`src/rtl/multi_clock_divider.sv`:
```
// Multi-channel programmable clock divider.
// Every channel produces a divided clock from inclk0 with independently
// programmable high/low phase lengths, a one-cycle rising-edge strobe, clean
// start/stop, and a one-deep pending configuration slot that is applied only
// at a period boundary so the output never glitches.
module multi_clock_divider #(
    parameter int BIT_WIDTH  = 32,
    parameter int NUM_CH     = 2,
    parameter int CH_W       = 1,
    parameter int DEFAULT_HI = 200,
    parameter int DEFAULT_LO = 200
) (
    input  logic                 inclk0,
    input  logic                 rst,
    input  logic [NUM_CH-1:0]    ch_en,
    input  logic                 cfg_valid,
    output logic                 cfg_ready,
    input  logic [CH_W-1:0]      cfg_ch,
    input  logic [BIT_WIDTH-1:0] cfg_hi,
    input  logic [BIT_WIDTH-1:0] cfg_lo,
    output logic [NUM_CH-1:0]    c0,
    output logic [NUM_CH-1:0]    rise,
    output logic                 locked
);

    typedef enum logic [1:0] {
        ST_LOW  = 2'd0,
        ST_HIGH = 2'd1,
        ST_STOP = 2'd2
    } state_t;

    localparam logic [BIT_WIDTH-1:0] RST_HI = BIT_WIDTH'(DEFAULT_HI);
    localparam logic [BIT_WIDTH-1:0] RST_LO = BIT_WIDTH'(DEFAULT_LO);

    logic [NUM_CH-1:0] pend_vld;
    logic [NUM_CH-1:0] seen_rise;
    logic              locked_reg;

    // Slot for the addressed channel is free; out-of-range channels always accept (and drop).
    always_comb begin
        cfg_ready = 1'b1;
        for (int i = 0; i < NUM_CH; i++) begin
            if (cfg_ch == CH_W'(i)) begin
                cfg_ready = ~pend_vld[i];
            end
        end
    end

    for (genvar gi = 0; gi < NUM_CH; gi++) begin : g_ch
        state_t                 state_reg, state_next;
        logic [BIT_WIDTH-1:0]   cnt_reg, cnt_next;
        logic [BIT_WIDTH-1:0]   hi_reg, hi_next;
        logic [BIT_WIDTH-1:0]   lo_reg, lo_next;
        logic [BIT_WIDTH-1:0]   pend_hi_reg, pend_hi_next;
        logic [BIT_WIDTH-1:0]   pend_lo_reg, pend_lo_next;
        logic                   pend_vld_reg, pend_vld_next;
        logic                   c0_reg, c0_next;
        logic                   rise_reg, rise_next;
        logic                   seen_reg, seen_next;
        logic                   wr;
        logic                   apply;
        logic [BIT_WIDTH-1:0]   eff_hi;
        logic [BIT_WIDTH-1:0]   eff_lo;

        assign wr     = cfg_valid && cfg_ready && (cfg_ch == CH_W'(gi));
        // Values that will be active once a boundary consumes the pending slot.
        assign eff_hi = pend_vld_reg ? pend_hi_reg : hi_reg;
        assign eff_lo = pend_vld_reg ? pend_lo_reg : lo_reg;

        // Next-state and output logic: phase counting, boundary apply, pending slot update.
        always_comb begin
            state_next    = state_reg;
            cnt_next      = cnt_reg;
            hi_next       = hi_reg;
            lo_next       = lo_reg;
            c0_next       = c0_reg;
            rise_next     = 1'b0;
            seen_next     = seen_reg;
            pend_vld_next = pend_vld_reg;
            pend_hi_next  = pend_hi_reg;
            pend_lo_next  = pend_lo_reg;
            apply         = 1'b0;
            case (state_reg)
                ST_LOW: begin
                    if (cnt_reg != '0) begin
                        cnt_next = cnt_reg - BIT_WIDTH'(1);
                    end else if (ch_en[gi]) begin
                        apply      = 1'b1;
                        hi_next    = eff_hi;
                        lo_next    = eff_lo;
                        cnt_next   = eff_hi;
                        c0_next    = 1'b1;
                        rise_next  = 1'b1;
                        seen_next  = 1'b1;
                        state_next = ST_HIGH;
                    end else begin
                        c0_next    = 1'b0;
                        state_next = ST_STOP;
                    end
                end
                ST_HIGH: begin
                    // Enable is ignored here so a high pulse is never cut short.
                    if (cnt_reg != '0) begin
                        cnt_next = cnt_reg - BIT_WIDTH'(1);
                    end else begin
                        c0_next    = 1'b0;
                        cnt_next   = lo_reg;
                        state_next = ST_LOW;
                    end
                end
                ST_STOP: begin
                    c0_next = 1'b0;
                    if (ch_en[gi]) begin
                        apply      = 1'b1;
                        hi_next    = eff_hi;
                        lo_next    = eff_lo;
                        cnt_next   = eff_lo;
                        state_next = ST_LOW;
                    end
                end
                default: begin
                    c0_next    = 1'b0;
                    cnt_next   = lo_reg;
                    state_next = ST_LOW;
                end
            endcase
            // Apply frees the slot first, so a same-cycle write lands in it.
            if (apply) begin
                pend_vld_next = 1'b0;
            end
            if (wr) begin
                pend_vld_next = 1'b1;
                pend_hi_next  = cfg_hi;
                pend_lo_next  = cfg_lo;
            end
        end

        // Channel state register with synchronous reset to the default divide ratio.
        always_ff @(posedge inclk0) begin
            if (rst) begin
                state_reg    <= ST_LOW;
                cnt_reg      <= RST_LO;
                hi_reg       <= RST_HI;
                lo_reg       <= RST_LO;
                pend_hi_reg  <= '0;
                pend_lo_reg  <= '0;
                pend_vld_reg <= 1'b0;
                c0_reg       <= 1'b0;
                rise_reg     <= 1'b0;
                seen_reg     <= 1'b0;
            end else begin
                state_reg    <= state_next;
                cnt_reg      <= cnt_next;
                hi_reg       <= hi_next;
                lo_reg       <= lo_next;
                pend_hi_reg  <= pend_hi_next;
                pend_lo_reg  <= pend_lo_next;
                pend_vld_reg <= pend_vld_next;
                c0_reg       <= c0_next;
                rise_reg     <= rise_next;
                seen_reg     <= seen_next;
            end
        end

        assign c0[gi]        = c0_reg;
        assign rise[gi]      = rise_reg;
        assign pend_vld[gi]  = pend_vld_reg;
        assign seen_rise[gi] = seen_reg;
    end

    // Sticky lock: every enabled channel has delivered at least one rising edge.
    always_ff @(posedge inclk0) begin
        if (rst) begin
            locked_reg <= 1'b0;
        end else if (&(seen_rise | ~ch_en)) begin
            locked_reg <= 1'b1;
        end
    end

    assign locked = locked_reg;

endmodule
```
`config.mk`:
```
export PLATFORM = sky130hd
export DESIGN_NAME = multi_clock_divider
export DESIGN_NICKNAME = d
export VERILOG_FILES = /design/src/rtl/multi_clock_divider.sv
export SDC_FILE = /design/constraint.sdc
export NUM_CORES = 1
export LEC_CHECK = 0
export BUFFER_PORTS_ARGS = -buffer_cell sky130_fd_sc_hd__buf_4
export CAP_MARGIN = 20
export CORE_UTILIZATION = 56
export DETAILED_ROUTE_END_ITERATION = 10
export PLACE_DENSITY = 0.77
export SLEW_MARGIN = 20
export SYNTH_ARGS = -nofsm -noshare
export SYNTH_HDL_FRONTEND = slang
export SYNTH_SLANG_ARGS = --single-unit
```
`constraint.sdc`:
```
create_clock -name inclk0 -period 2.9 [get_ports inclk0]
set_clock_uncertainty 0.15 [all_clocks]
set_input_delay 0.58 -clock inclk0 [delete_from_list [all_inputs] [get_ports inclk0]]
set_output_delay 0.58 -clock inclk0 [all_outputs]
set_load 0.02 [all_outputs]
```
==> results.yml <==
floorplanning:
  die_w_um: 171
  coreArea_um2: 27900
  ios: 76
  fp-row-count: 61
  floorplan.initialDensity: 0.572
  dieArea_um2: 29100
  die_y_um: 171
detailed_routing:
  first_iter_violations: 1980
  firstDrtPassIters: 6
  vias: 15837
  ant_nets: 0
  post_drt_wl_per_cell_um: 19.7
  finalWirelength_um: 50800
  drcViolationCount: 0
  via_per_inst: 6.13
job:
  drv_cap: 0
power:
  ir_drop_mv: 0.551
  p_per_area_nw_per_um2: 560
  fin_total_pwr_mw: 10.3
  cellLeakagePower_nw: 6.68
critical_path:
  r2r_end: "g_ch[1].hi_reg[5]"
  cp_max_fo: 32
  path_buf_inv: 1
  rr_startpoint: "g_ch[1].cnt_reg[25]"
  max_stage_delay_ps: 570
  worst_ep_required_time_ps: 3200
  critPathArrivalTime_ps: 3230
  reg2reg_depth: 7
  cpMaxStageDelayCell: "or4_4"
  crit_path_start_kind: "register"
  regToRegSetupSlack_ps: -30
  cp_cell_sequence: "or4_4, or4_1, o31a_1, nor3_4, buf_6, nand2_1, a21oi_1"
  crit_family: "simple AND/OR/NAND/NOR gates"
  crit_type: "register to register"
  cp-end-kind: "register"
layout:
  final_nets: 2254
  drive_gt1_frac: 0.126
  postLayoutCoreUtil: 0.661
  nFillCells: 2380
  syn2layout_area_growth_pct: 15.6
  stdcell_area_um2: 18400
  final_cells: 2582
  diodes: 0
min_path:
  hold_class: "input port to register"
  hp-start: "cfg_hi[19]"
  hold_depth: 3
  worstHoldEndpoint: "g_ch[1].pend_hi_reg[19]"
sta:
  tightestPinTransition_ps: 811
  layout_setup_ws_ps: -27.5
  final.min_clock_period_ps: 2930
  fin_hold_ws_ps: 156
  finalSetupViolations: 20
  setup-tns-final_ps: -153
  slew_violations: 0
  slew_headroom: 0.457
  rsz0062_at_grt: "true"
  finalHoldViolations: 0
  min_period_over_period: 1.01
  timing.fmax_ghz: 0.342
clock_network:
  cts.clk_slew.worst_paths_ps: 60
  clockBufferDepth: 3
  ctsHoldBuffers: 0
  cts_root_buf: "clkbuf_16"
  cts_inserted_buffers: 37
  cts_max_level: 2
  clock_sinks: 333
  clkLatencyLatePin_ps: 540
  cts_tree: "built"
grt:
  gr-usage-met3: 0.0620
  grt_max_degree: 142
  antenna_found_initial: 0
  grt_busiest_layer: "met2"
  grtUsageMet2: 0.513
  use_met1: 0.488
  grt.total_usage: 0.343
  grt_overflow: 0
  grt_pass1_vias: 14120
  grt_pass1_wl_um: 77800
yosys:
  synth_compound_area_frac: 0.198
  ys.warnings.count: 0
  ys_ff_latch: 333
  synthArstFlopShare: 0
  syn_nets: 2220
  ys_seq_area_frac: 0.418
  synth-edff-count: 0
  synth_top_family_by_area: "simple AND/OR/NAND/NOR gates"
  synth_cell_types: 74
  synth-main-ff-cell: "dfxtp_1"
  syn_avg_cell_area_um2: 7.43
  synthSimpleGateAreaFrac: 0.255
  synth_xor_area_frac: 0.0143
  synthMuxAreaShare: 0.0622
  synthAdderAreaFrac: 0.00314
  synthCells: 2146
  syn_area_um2: 15900
placed_design:
  place.gp.congestion: 0.940
  pre_cts_ws_ps: 50.9
  postPlaceCellArea_um2: 17100
  placed_cells: 2512
  hpwl_um: 34300
  portBuffers: 75
status:
  outcome: "finished with violations"
  violations: "setup timing"
-- final cells by class --
type                    count  area, µm²  share of cell area
clock buffers              54       1110              0.0604
clock inverters             9        101             0.00550
inverters                  16       60.1             0.00326
multi-input cells        1628       8580               0.466
flip-flops and latches    333       6670               0.362
well taps                 378        473              0.0257
repair buffers            164       1430              0.0776
-- what timing repair did --
item                       in CTS  in global routing
setup endpoints to repair       0                 92
buffers inserted                0                  3
resized for setup               0                 15
-- Yosys cell counts (6+ instances only) --
cell	number	share of area
nand4_1	12	0.0047
dfxtp_1	333	0.42
o21ai_0	47	0.015
xnor2_1	15	0.0082
o211ai_1	21	0.0099
xor2_1	11	0.0060
nand2_1	683	0.16
buf_2	16	0.0050
nand2b_1	6	0.0024
or3_1	11	0.0043
o31ai_1	9	0.0042
a31oi_1	13	0.0051
a221oi_1	14	0.0077
nand3_1	53	0.017
nor4_1	17	0.0067
a21oi_1	344	0.11
nor2_1	87	0.020
o22ai_1	8	0.0031
clkbuf_1	136	0.032
and3_1	7	0.0027
or4_1	10	0.0047
nor2b_1	8	0.0031
mux2_2	20	0.014
a2111oi_0	7	0.0038
inv_1	15	0.0035
a311oi_1	7	0.0038
nor3_1	43	0.013
buf_6	6	0.0042
a211oi_1	13	0.0061
mux2i_1	72	0.045
buf_1	6	0.0014
-- cells by family after synthesis --
family,Yosys count
AND/OR/NAND/NOR,966
AO/OA/AOI/OAI,538
flip-flops,333
buffers and inverters,185
multiplexers,94
XOR/XNOR,26
adder cells (fa/ha/maj),4
-- power by group --
part | switching [mW] | internal, mW | total [mW] | leakage (nW)
Sequential | 0.131 | 4.69 | 4.82 | 2.70
Combinational | 0.480 | 0.298 | 0.778 | 3.38
Clock | 1.89 | 2.83 | 4.72 | 0.599
-- routing by layer --
layer / vias to the layer above / routed length (µm) / part of all wire
met1: 7480 / 21800 / 0.43
met4: 0 / 1820 / 0.036
met5: - / 0 / 0
met2: 768 / 22300 / 0.44
met3: 115 / 4910 / 0.097
li1: 7474 / - / -
-- worst reg2reg max path, cell delays in order, from the launching register on --
cell     delay [ps]
dfxtp_1         350
or4_4           570
or4_1           440
o31a_1          360
nor3_4          380
buf_6           350
nand2_1         110
a21oi_1         130
-- cell usage in the layout, fill, tap and decap left out, types with 8 or more instances in the layout --
cell,synthesis,layout
nand2_1,683,682
a21oi_1,344,344
dfxtp_1,333,329
buf_4,5,146
nor2_1,87,85
mux2i_1,72,72
nand3_1,53,50
o21ai_0,47,47
nor3_1,43,41
clkbuf_16,0,41
o211ai_1,21,21
mux2_2,20,20
nor4_1,17,17
inv_1,15,15
xnor2_1,15,15
a221oi_1,14,14
a31oi_1,13,13
nand4_1,12,12
a211oi_1,13,12
or3_1,11,11
xor2_1,11,11
buf_12,0,11
or4_1,10,9
o31ai_1,9,9
o22ai_1,8,8
clkbuf_8,0,8
-- worst max path at each step --
stage	from	end	slack, ps	depth (start not counted)
after floorplan	g_ch[0].cnt_reg[0]	g_ch[0].cnt_reg[18]	170	8
after global placement	g_ch[1].cnt_reg[25]	g_ch[1].cnt_reg[20]	170	8
after detailed placement	g_ch[0].cnt_reg[25]	g_ch[0].hi_reg[20]	50	8
after CTS	g_ch[0].cnt_reg[25]	g_ch[0].lo_reg[10]	30	8
after global routing	g_ch[1].cnt_reg[25]	g_ch[1].lo_reg[11]	-60	7
final	g_ch[1].cnt_reg[25]	g_ch[1].hi_reg[5]	-30	7
No activity file was read; power rests on OpenSTA's default activity.
